--- src/rtl/cpu_pkg.sv ---
// Shared definitions for the 16-bit core front end: PC width, default reset PC and
// the program-counter sequencer state encoding.
package cpu_pkg;

  localparam int unsigned PC_W = 16;
  localparam logic [PC_W-1:0] DEFAULT_RESET_PC = 16'h0000;

  typedef enum logic [1:0] {
    StBoot   = 2'd0,
    StRun    = 2'd1,
    StFlush  = 2'd2,
    StHalted = 2'd3
  } seq_state_e;

endpackage

--- src/rtl/sat_counter.sv ---
// Up-counter with synchronous active-high clear that sticks at all-ones instead of wrapping.
module sat_counter #(
  parameter int unsigned Width = 8
) (
  input  logic             clk_i,
  input  logic             rst_i,
  input  logic             inc_i,
  output logic [Width-1:0] count_o
);

  logic [Width-1:0] count_d, count_q;

  always_comb begin
    count_d = count_q;
    if (inc_i && (count_q != {Width{1'b1}})) begin
      count_d = count_q + 1'b1;
    end
  end

  always_ff @(posedge clk_i) begin
    if (rst_i) begin
      count_q <= '0;
    end else begin
      count_q <= count_d;
    end
  end

  assign count_o = count_q;

endmodule

--- src/rtl/pc_sequencer.sv ---
// Fetch-address owner: advances, holds or redirects the PC, squashes wrong-path fetches
// for a fixed number of cycles after a redirect, and counts taken branches.
module pc_sequencer
  import cpu_pkg::*;
#(
  parameter logic [PC_W-1:0] RESET_PC     = DEFAULT_RESET_PC,
  parameter int unsigned     FLUSH_CYCLES = 2
) (
  input  logic            clk_pi,
  input  logic            reset_pi,
  input  logic            stall_pi,
  input  logic            halt_pi,
  input  logic            branch_valid_pi,
  input  logic            is_branch_taken_pi,
  input  logic [PC_W-1:0] branch_target_pi,
  input  logic            jump_pi,
  input  logic [PC_W-1:0] jump_target_pi,
  output logic [PC_W-1:0] pc_po,
  output logic            fetch_valid_po,
  output logic            flush_po,
  output logic            halted_po,
  output logic [7:0]      taken_count_po
);

  localparam int unsigned FlushCntW = 3;
  localparam logic [FlushCntW-1:0] FlushLoad = FlushCntW'(FLUSH_CYCLES - 1);

  seq_state_e           state_d, state_q;
  logic [PC_W-1:0]      pc_d, pc_q;
  logic [FlushCntW-1:0] flush_cnt_d, flush_cnt_q;
  logic                 taken_inc;
  logic                 branch_taken;

  assign branch_taken = branch_valid_pi & is_branch_taken_pi;

  always_comb begin
    state_d     = state_q;
    pc_d        = pc_q;
    flush_cnt_d = flush_cnt_q;
    taken_inc   = 1'b0;
    case (state_q)
      StBoot: begin
        state_d = halt_pi ? StHalted : StRun;
      end
      StRun: begin
        // The resolve-stage branch is older than the decode-stage jump, so it wins.
        if (halt_pi) begin
          state_d = StHalted;
        end else if (branch_taken) begin
          pc_d        = branch_target_pi;
          flush_cnt_d = FlushLoad;
          state_d     = StFlush;
          taken_inc   = 1'b1;
        end else if (jump_pi) begin
          pc_d        = jump_target_pi;
          flush_cnt_d = FlushLoad;
          state_d     = StFlush;
        end else if (!stall_pi) begin
          pc_d = pc_q + 1'b1;
        end
      end
      StFlush: begin
        // Branch and jump inputs here belong to the wrong path and are ignored.
        if (halt_pi) begin
          state_d = StHalted;
        end else if (flush_cnt_q == '0) begin
          state_d = StRun;
        end else begin
          flush_cnt_d = flush_cnt_q - 1'b1;
        end
      end
      StHalted: begin
        state_d = StHalted;
      end
      default: begin
        state_d = StBoot;
      end
    endcase
  end

  always_ff @(posedge clk_pi) begin
    if (reset_pi) begin
      state_q     <= StBoot;
      pc_q        <= RESET_PC;
      flush_cnt_q <= '0;
    end else begin
      state_q     <= state_d;
      pc_q        <= pc_d;
      flush_cnt_q <= flush_cnt_d;
    end
  end

  sat_counter #(
    .Width(8)
  ) u_taken_count (
    .clk_i  (clk_pi),
    .rst_i  (reset_pi),
    .inc_i  (taken_inc),
    .count_o(taken_count_po)
  );

  assign pc_po          = pc_q;
  assign fetch_valid_po = (state_q == StRun) & ~stall_pi;
  assign flush_po       = (state_q == StFlush);
  assign halted_po      = (state_q == StHalted);

endmodule

--- config.mk ---
export PLATFORM = sky130hd
export DESIGN_NAME = pc_sequencer
export DESIGN_NICKNAME = d
export VERILOG_FILES = /design/src/rtl/cpu_pkg.sv /design/src/rtl/sat_counter.sv /design/src/rtl/pc_sequencer.sv
export SDC_FILE = /design/constraint.sdc
export NUM_CORES = 1
export LEC_CHECK = 0
export CAP_MARGIN = 15
export CORE_AREA = 2 2 74 62
export DETAILED_ROUTE_END_ITERATION = 8
export DIE_AREA = 0 0 76 64
export MAX_ROUTING_LAYER = met4
export PLACE_DENSITY = 0.83
export SLEW_MARGIN = 20
export SYNTH_ARGS = -nofsm -noshare
export SYNTH_HDL_FRONTEND = slang
export SYNTH_SLANG_ARGS = --single-unit
--- constraint.sdc ---
create_clock -name clk_pi -period 3 [get_ports clk_pi]
set_input_delay 0.6 -clock clk_pi [delete_from_list [all_inputs] [get_ports clk_pi]]
set_output_delay 0.6 -clock clk_pi [all_outputs]
set_load 0.005 [all_outputs]
**Yosys cells after proc, flatten, opt, wreduce, memory -nomap -nowiden**

Cells that the tools add are included.

- Bits in registers: 29
- Input port bits: 39
- Output and inout bits: 27

- $add $sub $neg: 3
- Eq/ne operators: 11
- Multiplexer cells: 19
- Bitwise logic cells: 4
- Reduce and logical (&&, ||, !) cells: 7

Operator list:

| kind | count |
|---|---|
| two-way mux 16 bit | 3 |
| adder 16 x 1 -> 16 bit (second input constant) | 1 |
| two-way mux 3 bit | 5 |
| two-way mux 2 bit | 6 |
| adder 8 x 1 -> 8 bit (second input constant) | 1 |
| != test 8 bit (second input constant) | 1 |
| one-hot mux 2 bit (4 select lines) | 1 |
| != test 2 bit (second input constant) | 3 |
| one-hot mux 3 bit (2 select lines) | 1 |
| AND reduction 5 bit | 1 |
| == test 2 bit (second input constant) | 2 |
| != test 4 bit (second input constant) | 1 |
| zero test 3 bit | 1 |
| two-way mux 1 bit | 3 |
| != test 3 x 1 -> 1 bit (second input constant) | 1 |
| != test 3 x 2 -> 1 bit (second input constant) | 1 |
| != test 3 bit (second input constant) | 1 |
| AND reduction 3 bit | 1 |
| subtractor 3 x 1 -> 3 bit (second input constant) | 1 |
| bitwise AND 1 bit | 2 |
| == test 2 x 1 -> 1 bit (second input constant) | 1 |
| zero test 2 bit | 1 |
| inverter 1 bit | 2 |
| AND reduction 2 bit | 1 |
| 2 further kinds | 2 |

**Longest topological paths before layout**

Gate-level depths: netlist (run 1).

- Word-level depth: 5
- Mapped depth: 7
- Gate-level depth less buffers: 7

**Cells and area by module**

Synthesis (run 1) repeated with hierarchy kept, for this count alone.

- Cell total of the unflattened synthesis: 261
- Area, all modules: 1918.1 um^2

By module, submodules not included:

| module | instances | cells an instance | area each (um^2) | sequential area each (um^2) |
|---|---|---|---|---|
| pc_sequencer | 1 | 215 | 1487.7 | 420.4 |
| sat_counter | 1 | 46 | 430.4 | 160.2 |

**Worst setup path before layout (run 1)**

No wires, ideal clock.

- Path type: input port to flip-flop
- Start: input halt_pi
- End: register pc_q[15], in the netlist pc_po[15]
- Setup time: 0.127 ns
- Arrival: 1.663 ns
- Data required time: 2.873 ns
- Slack: 1.209 ns
- Stages on the path: 4
- Cell sequence: or3b_4 a2111o_1 nor4_1 a211oi_1

- Cells in the longest elaborated chain, start to end: 2

Ends and longest elaborated chain:

| element | line | RTL |
|---|---|---|
| start: declaration | pc_sequencer.sv:12 | `input logic halt_pi,` |
| inverter 1 bit (no source line) | n/a |  |
| AND reduction 3 bit (no source line) | n/a |  |
| end signal: assignment | pc_sequencer.sv:88 | `pc_q <= pc_d;` |
| end: declaration | pc_sequencer.sv:29 | `logic [PC_W-1:0] pc_d, pc_q;` |

Every way passes these cells.
A chain may end at the register's enable or synchronous reset.

**Worst setup path in the final report (run 1)**

- Start: input stall_pi
- End: output fetch_valid_po

- Cells in the longest elaborated chain, start to end: 2

Ends and longest elaborated chain:

| element | line | RTL |
|---|---|---|
| start: declaration | pc_sequencer.sv:11 | `input logic stall_pi,` |
| inverter 1 bit | pc_sequencer.sv:103 | `assign fetch_valid_po = (state_q == StRun) & ~stall_pi;` |
| bitwise AND 1 bit | pc_sequencer.sv:103 |  |
| end: declaration | pc_sequencer.sv:19 | `output logic fetch_valid_po,` |

Every way passes these cells.

==> results of run 1 <==
-- per-stage QoR --
step           util (%)  area (µm²)  instances  setup slack [ns]
2_1_floorplan         -        1958        245             1.209
3_3_place_gp      65.22        2656        359            0.4778
3_5_place_dp      65.22        2656        359            0.4538
4_1_cts           67.71        2758        367            0.5417
5_1_grt           67.71        2758        367            0.4899
6_report          67.71        2758        367            0.5386
-- worst min-delay path by stage --
stage	cells past startpoint	end	slack (ns)
floorplan	2	flush_cnt_q[1]	0.45
global placement	2	flush_cnt_q[1]	0.47
detailed placement	2	flush_cnt_q[1]	0.48
CTS	2	pc_po[15]	0.49
global route	2	pc_po[15]	0.51
finish	2	pc_po[15]	0.49
-- cell usage in the layout (no fill, tap or decap), drive strengths merged, types with 3 or more instances in the layout --
master / instances
nor2: 16
and3: 4
xnor2: 4
o21ai: 14
nor3: 4
a211oi: 6
dfxtp: 29
buf: 4
clkbuf: 7
nand2b: 8
and2: 3
mux2i: 5
o211ai: 6
a21oi: 20
inv: 12
or4: 7
o31ai: 4
nor4: 8
o311ai: 3
clkdlybuf4s50: 65
nand4: 6
nand3: 15
or3: 3
ha: 4
nand2: 22
-- Yosys cell counts (all sizes together), types with 2 or more instances --
master,count,area share (%)
nor2,16,3.2
a221oi,2,0.89
o211ai,6,2.6
and3,4,1.3
o21a,2,0.77
a32o,2,1.0
xnor2,4,1.8
or4,7,2.9
a311oi,2,0.89
nand4,6,2.9
o31ai,4,1.5
nor4,8,2.6
buf,5,1.4
a21oi,20,5.9
a211oi,6,2.3
mux2i,5,2.6
nand2b,8,2.6
or3,3,1.2
and2,3,0.96
nand2,22,4.2
inv,12,2.3
o311ai,3,1.7
o21ai,14,3.6
dfxtp,29,30
ha,4,2.6
clkbuf,7,1.3
nor2b,2,0.64
nand3,15,4.1
a21o,2,0.77
mux2,2,1.2
nor3,4,1.0
-- tightest hold or removal path, delay by kind of cell, from the launching register on --
family | cells | cell delay [ns]
AOI/OAI and AO/OA | 1 | 0.06
buffers and inverters | 1 | 0.07
DFF | 1 | 0.32
-- logic make-up (layout without fill, tap and decap cells) --
logic type	after synthesis	in the layout	share of synthesized area [%]
buf+inv	24	89	5.048
mux	7	7	3.706
flops	29	29	29.65
compound gates	74	74	27.29
fa+ha+maj	4	4	2.556
xor+xnor	5	5	2.236
simple gates	102	102	29.52
-- layout make-up --
class | count | area share, %
multi-input combinational | 192 | 46.37
timing repair buffer | 69 | 24.68
sequential | 29 | 21.05
clock buffer | 7 | 3.494
tap | 57 | 2.586
inverter | 12 | 1.633
clock inverter | 1 | 0.1815
-- power by group --
| part | internal, µW | total (µW) | switching [µW] |
|---|---|---|---|
| sequential | 401 | 429 | 27.8 |
| combinational | 116 | 206 | 90.0 |
| clock | 207 | 368 | 161 |
| total | 724 | 1000 | 279 |
-- registers in the layout, indices dropped and copies added (netlist names) --
| name | count |
|---|---|
| u_taken_count.count_o | 8 |
| state_q | 2 |
| flush_cnt_q | 3 |
| pc_po | 16 |
-- routing by layer --
| layer | track usage, % | up-vias |
|---|---|---|
| met5 | - | - |
| met4 | 6.818 | 0 |
| met3 | 6.215 | 5 |
| met2 | 36.94 | 82 |
| met1 | 32.11 | 1003 |
| li1 | - | 1056 |
==> impl_results.md, run 1 <==
* Initial DRC Count at 223
* Actual slew at the worst max-slew pin at 0.4511 ns
* Worst Path Required at 2.40 ns
* CP cell instances: clkdlybuf4s50_1 -> nor2_1 -> clkdlybuf4s50_1
* Worst path slowest cell: clkdlybuf4s50_1
* Synth warn at 0
* First-pass GRT wire length at 9273 µm
* Max-cap viol count at 0
* Pleak at 0.0009617 µW
* Max stage delay on crit path at 0.54 ns
* DIE AREA at 4864 µm²
* Vias/cell at 5.847
* Synth Flop Type: dfxtp_1
* Clk_lat worst skew at 0.29 ns
* WL/cell at 15.39 µm
* Final Power at 1003 µW
* Cell Area, Synth at 1958 µm²
* Core area at 4073 µm²
* Met1 WL at 2697 µm
* Largest delay share family, worst path: buffers and inverters
* Die Ht at 64 µm
* PwrDens at 363.7 nW/µm²
* Worst min-delay path startpoint: pc_po[15]
* Final hold vios at 0
* Sequential cell area at 580.6 µm²
* Worst setup endpoint: fetch_valid_po
* Final worst hold slack at 0.4864 ns
* Overflow after GRT at 0
* Gr usage total at 24.24%
* Root Buffer Master: clkbuf_8
* Routed via count at 2146
* Part of the cycle the worst path needs at 82.05%
* Max_slew headroom at 69.93%
* IO Port Bufs at 65
* Top Metal Used: met4
* Setup crit end kind: primary output
* Placed wire-length estimate at 4000 µm
* Die width at 76 µm
* Post-Route Setup TNS at 0 ns
* Area of the multi-input gates at 1279 µm²
* H-tree levels at 2
* Sequential area share after synthesis at 29.65%
* Max Fclk at 406.3 MHz
* Hold Crit Class: flip-flop to flip-flop
* Fin nets at 352
* Post-synth EDFFs at 0
* Met3 routed wirelength at 389 µm
* Initial core utilization at 48.08%
* Number of diodes at 0
* FF-to-FF Start: pc_po[0]
* Synth unique cells at 58
* Drt total wl at 5647 µm
* Layout cells sized above 1 at 9.677%
* Worst Skew at 0.007725 ns
* Num CTS Buffers at 5
* # hold bufs at CTS at 0
* Worst EP arrival at 1.86 ns
* Startpoint types: input pin
* FF+latch count, synth at 29
* Met2 wire length at 2510 µm
* Synthesized Nets at 288
* Routed Antenna Nets at 0
* Async SR Flop Fraction at 0%
* CP max FO at 7
* Vias in the first global route at 1896
* CTS Sinks at 29
* Synth Instances at 245
* Routability congestion estimate at 0.9255
* Avg Cell Area, Syn at 7.992 µm²
* Drt first pass iters at 4
* Fillers at 345
* IO Pins at 66
* Row cnt at 21
* WP buf/inv at 2
* Fin. max-slew vios at 0
* Initial antenna violation count at 0
* R2R Path End: pc_po[10]
* Setup crit start: stall_pi
* CP most frequent cell: clkdlybuf4s50_1
* P&R area growth vs syn at 40.83%
* Tmin final at 2.461 ns
* Status: finished clean
* CTS-repair resized insts at 0
* Setup-failing EPs final at 0
* Crit. path cell count at 3
* Pin count of the biggest net entering global routing at 30
* Clk buf depth at 2
* RSZ-0062 raised after global routing: no
* DR DRC count at 0
* Setup CP Type: input pin to primary output
* CTS clk-pin slew, worst paths at 0.07 ns
* Reg2Reg Depth at 5
* CTS tree: done
* Post-CTS Setup Bufs at 0
* FF-to-FF setup slack at 1.12 ns
* Peak VDD IR at 0.3193 mV
No activity file was read; power rests on OpenSTA's default activity.
==> run 2, diff against run 1 <==
Settings changed: CORE_AREA 2 2 74 62 to 2 2 76 64, DIE_AREA 0 0 76 64 to 0 0 78 66, PLACE_DENSITY 0.83 to 0.79.
Clock period 3 ns to 2.5 ns, I/O delays scaled along.
==> run 2 against run 1 <==
Clock power is 22% higher. Worst hold slack got worse by 0.0040 ns. Critical path depth grew 2. Clock skew up 0.0012 ns. Count of clock-buffer cells in the layout unchanged. Final area grew 1.8%. Wire length increased by 1.8%. Combinational power is 23% higher. Cell count up 2.5%. Global-route usage shrank 1.5 points. Die area grew 5.8%.
==> impl_results.md, run 2 (same netlist as run 1, synthesis figures left out) <==
* Status: finished clean
* FF-to-FF setup slack at 0.58 ns
* Routed via count at 2133
* Initial core utilization at 44.46%
* Net Sw Frac at 28.23%
* Worst EP arrival at 2.27 ns
* IO Pins at 66
* Tmin final at 2.096 ns
* Flop pwr share at 42.3%
* First-pass GRT wire length at 9073 µm
* Fin nets at 358
* Initial DRC Count at 209
* Most common cell after layout, fill and taps aside: clkdlybuf4s50_1
* DIE AREA at 5148 µm²
* Die width at 78 µm
* Max reg flops at 16
* Startpoint types: input pin
* Worst path slowest cell: clkdlybuf4s50_1
* WL/cell at 15.29 µm
* Routed Antenna Nets at 0
* Part of the cycle the worst path needs at 83.84%
* CTS clk-pin slew, worst paths at 0.07 ns
* P_int at 875.7 µW
* Largest delay share family, worst path: simple AND/OR/NAND/NOR gates
* Peak VDD IR at 0.3333 mV
* Post-CTS Setup Bufs at 0
* CP max FO at 6
* Fin. max-slew vios at 0
* IO Port Bufs at 65
* Initial antenna violation count at 0
* CP cell instances: clkdlybuf4s50_1 -> or3b_4 -> a2111o_1 -> nor4_1 -> a211oi_1
* P&R area growth vs syn at 43.32%
* Max-cap viol count at 0
* Post-Route Setup TNS at 0 ns
* Hold Crit Class: flip-flop to flip-flop
* Setup-failing EPs final at 0
* Gr usage total at 22.73%
* Pin count of the biggest net entering global routing at 29
* DR DRC count at 0
* Psw at 344.4 µW
* Placed wire-length estimate at 4136 µm
* Worst Path Required at 2.68 ns
* Setup crit end kind: flip-flop
* Drt total wl at 5750 µm
* Worst Skew at 0.008884 ns
* Drt first pass iters at 4
* Row cnt at 22
* WP buf/inv at 1
* Final hold vios at 0
* Clk buf depth at 2
* Die Ht at 66 µm
* Routability congestion estimate at 0.8975
* Root Buffer Master: clkbuf_8
* Clk_lat worst skew at 0.30 ns
* Actual slew at the worst max-slew pin at 0.4025 ns
* Overflow after GRT at 0
* Core Util, Final at 63.72%
* Most frequent cells in the layout: 65 x clkdlybuf4s50_1, 29 x dfxtp_1, 22 x nand2_1
* Max stage delay on crit path at 0.54 ns
* Setup CP Type: input pin to flip-flop
* RSZ-0062 raised after global routing: no
* CTS tree: done
* CTS-repair resized insts at 0
* # hold bufs at CTS at 0
* PwrDens at 434.8 nW/µm²
* Clk pwr share at 36.9%
* CTS Sinks at 29
* Vias in the first global route at 1922
* Max Fclk at 477.1 MHz
* Num CTS Buffers at 5
* Vias/cell at 5.673
* Number of diodes at 0
* Pleak at 0.0009904 µW
* Final worst hold slack at 0.4824 ns
* Max_slew headroom at 73.14%
* H-tree levels at 2
* Layout cells sized above 1 at 11.39%
* Core area at 4404 µm²
* Fillers at 402
* Gate power share at 20.9%
==> run 2: worst min-delay path: stages (launching register included) <==
cell     delay [ns]
dfxtp_1        0.30
inv_1          0.07
o31ai_1        0.07
==> run 2: metal layers <==
metal  share of wire (%)  global-route usage, %  vias up
li1                    -                      -     1066
met1                  47                  30.18      976
met2                  44                  34.48       83
met3                 7.0                  5.601        8
met4                 1.3                  6.798        0
met5                   0                      -        -
==> run 2: path summary, 6_finish.rpt <==
kind / startpoint / end / cells past startpoint
worst max-delay path: halt_pi / pc_po[15] / 5
worst min-delay path: flush_cnt_q[1] / flush_cnt_q[1] / 2
worst max register to register: pc_po[0] / pc_po[10] / 5
worst min register to register: flush_cnt_q[1] / flush_cnt_q[1] / 2
==> run 2: final cells by class <==
class | instances | area, µm² | area share [%]
multi-input combinational | 192 | 1279 | 45.56
timing repair buffer | 75 | 725.7 | 25.86
sequential | 29 | 580.6 | 20.69
clock buffer | 7 | 96.34 | 3.433
tap | 60 | 75.07 | 2.675
inverter | 12 | 45.04 | 1.605
clock inverter | 1 | 5.005 | 0.1783
==> run 2: power groups by stage <==
| stage | clock [µW] | combinational [µW] | sequential (µW) |
|---|---|---|---|
| floorplan | 0 | 120 | 516 |
| finish | 450 | 254 | 516 |
| CTS | 446 | 254 | 515 |
| global placement | 0 | 248 | 525 |
| detailed placement | 0 | 253 | 525 |
| global route | 469 | 276 | 519 |
==> run 2: metrics by stage <==
step                      power (µW)  std cells  area [µm²]  worst slack (ns)
after CTS                       1215        376        2806            0.4137
after global routing            1264        376        2806            0.3658
final                           1220        376        2806            0.4041
after global placement         772.9        368        2705            0.2115
after floorplan                636.3        245        1958            0.8078
after detailed placement       777.8        368        2705            0.1238
==> run 3, diff against run 2 <==
Settings changed: CORE_AREA 2 2 76 64 to 2 2 81 67, DIE_AREA 0 0 78 66 to 0 0 83 69, PLACE_DENSITY 0.79 to 0.74.
Clock period 2.5 ns to 1.8 ns, I/O delays scaled along.
==> run 3 against run 2 <==
Cell count grew 9.0%. Global-route usage grew 0.19 points. Clock skew shrank 0.0055 ns. Clock power grew 35%. Combinational power grew 70%. Power grew 43%. Worst hold slack gained 0.0036 ns. Count of clock-buffer cells in the layout is the same. Sequential power grew 36%. Critical endpoint is now pc_po[5].
==> impl_results.md, run 3 (same netlist as run 1, synthesis figures left out) <==
* Core Util, Final at 62.50%
* Hold Crit Class: flip-flop to flip-flop
* Actual slew at the worst max-slew pin at 0.3975 ns
* DR DRC count at 0
* Setup CP Type: input pin to flip-flop
* Overflow after GRT at 0
* Post-CTS Setup Bufs at 0
* Number of diodes at 0
* Core area at 4921 µm²
* Die Ht at 69 µm
* Final hold vios at 0
* Initial DRC Count at 199
* Root Buffer Master: clkbuf_8
* Drt total wl at 6391 µm
* DIE AREA at 5727 µm²
* Most frequent cells in the layout: 62 x clkdlybuf4s50_1, 42 x buf_4, 27 x dfxtp_1
* Setup crit end kind: flip-flop
* Clk_lat worst skew at 0.28 ns
* Layout cells sized above 1 at 21.26%
* Status: finished clean
* Routed via count at 2349
* Grt peak-use layer: met2
* Worst Path Required at 1.98 ns
* Vias in the first global route at 2192
* Gr usage total at 22.91%
* CTS Sinks at 29
* Initial core utilization at 39.79%
* Max-cap viol count at 0
* Peak VDD IR at 0.4620 mV
* FF-to-FF Start: state_q[0]
* Pin count of the biggest net entering global routing at 15
* Fin nets at 390
* Row cnt at 23
* Post-Route Setup TNS at 0 ns
* Routability congestion estimate at 0.9133
* Routed Antenna Nets at 0
* Placed wire-length estimate at 4827 µm
* First-pass GRT wire length at 10620 µm
* Setup-failing EPs final at 0
* CP max FO at 9
* RSZ-0062 raised after global routing: yes
* Tmin final at 1.752 ns
* Met1 Use GR at 30.06%
* Setup crit start: is_branch_taken_pi
* Worst min-delay path startpoint: flush_cnt_q[1]
* Max Fclk at 570.9 MHz
* WHS Endpoint: flush_cnt_q[1]
* CTS clk-pin slew, worst paths at 0.07 ns
* Most common cell after layout, fill and taps aside: clkdlybuf4s50_1
* Fin. max-slew vios at 0
* Fillers at 435
* Die width at 83 µm
* Post-route cell area at 3075 µm²
* H-tree levels at 2
* WL/cell at 15.59 µm
* IO Pins at 66
* Final worst hold slack at 0.4860 ns
* Part of the cycle the worst path needs at 97.31%
* Drt first pass iters at 5
* P&R area growth vs syn at 57.06%
* Pleak at 0.001174 µW
* Vias/cell at 5.729
* Max reg flops at 16
* # hold bufs at CTS at 0
* Met2 Usage GRT at 35.57%
* Clk buf depth at 2
* PwrDens at 565.4 nW/µm²
* IO Port Bufs at 65
* CTS tree: done
* Max_slew headroom at 73.26%
* Routing usage on met3 at 5.269%
* Startpoint types: input pin
* Num CTS Buffers at 5
* Initial antenna violation count at 0
* Worst EP arrival at 1.93 ns
* Reg2Reg Depth at 4
* Hold-critical path depth at 2
* Worst Skew at 0.003424 ns
* Post-placement cell area at 2948 µm²
* FF-to-FF setup slack at 0.12 ns
* R2R Path End: pc_po[15]
[run 3: per-layer routing]
layer / wire length, µm / up-vias
met1: 2845 / 1095
met5: 0 / -
met2: 2998 / 103
met4: 71 / 0
li1: - / 1134
met3: 476 / 17
[run 3: critical path, cell delays in order]
cell and delay [ns]:
clkdlybuf4s50_1 0.50, a21oi_2 0.33, a21o_1 0.20, buf_4 0.18, a21oi_1 0.07, a221oi_1 0.29
[run 3: where the power goes]
| group | internal [µW] | leakage (µW) | switching, µW |
|---|---|---|---|
| Combinational | 245 | 0.000884 | 186 |
| Clock | 345 | 0.0000542 | 263 |
| Sequential | 670 | 0.000236 | 30.2 |
[run 3: what timing repair did]
action / CTS / global route
setup endpoints to repair: 5 / 5
pin swaps: 2 / 0
gates resized for setup: 6 / 3
[run 3: metrics by stage]
stage | total power [µW] | std cells | setup slack [ns]
2_1_floorplan | 883.8 | 245 | 0.1078
3_3_place_gp | 1126 | 402 | -0.3135
3_5_place_dp | 1134 | 402 | -0.3295
4_1_cts | 1744 | 410 | 0.02443
5_1_grt | 1817 | 410 | -0.06787
6_report | 1739 | 410 | 0.04840
[run 3: worst max-delay path by stage]
stage                     end  slack [ns]  depth (start not counted)
floorplan           pc_po[10]        0.11                          5
global route         pc_po[5]       -0.07                          6
detailed placement  pc_po[15]       -0.33                          5
global placement    pc_po[15]       -0.31                          5
CTS                  flush_po        0.02                          3
finish               pc_po[5]        0.05                          6
[run 3: final cells by class]
class,count,area [µm²],share of cell area (%)
multi-input cells,192,1303,42.35
repair buffers,107,965.9,31.41
flip-flops and latches,29,583.1,18.96
clock buffers,7,96.34,3.133
well taps,62,77.57,2.522
inverters,12,45.04,1.465
clock inverters,1,5.005,0.1627
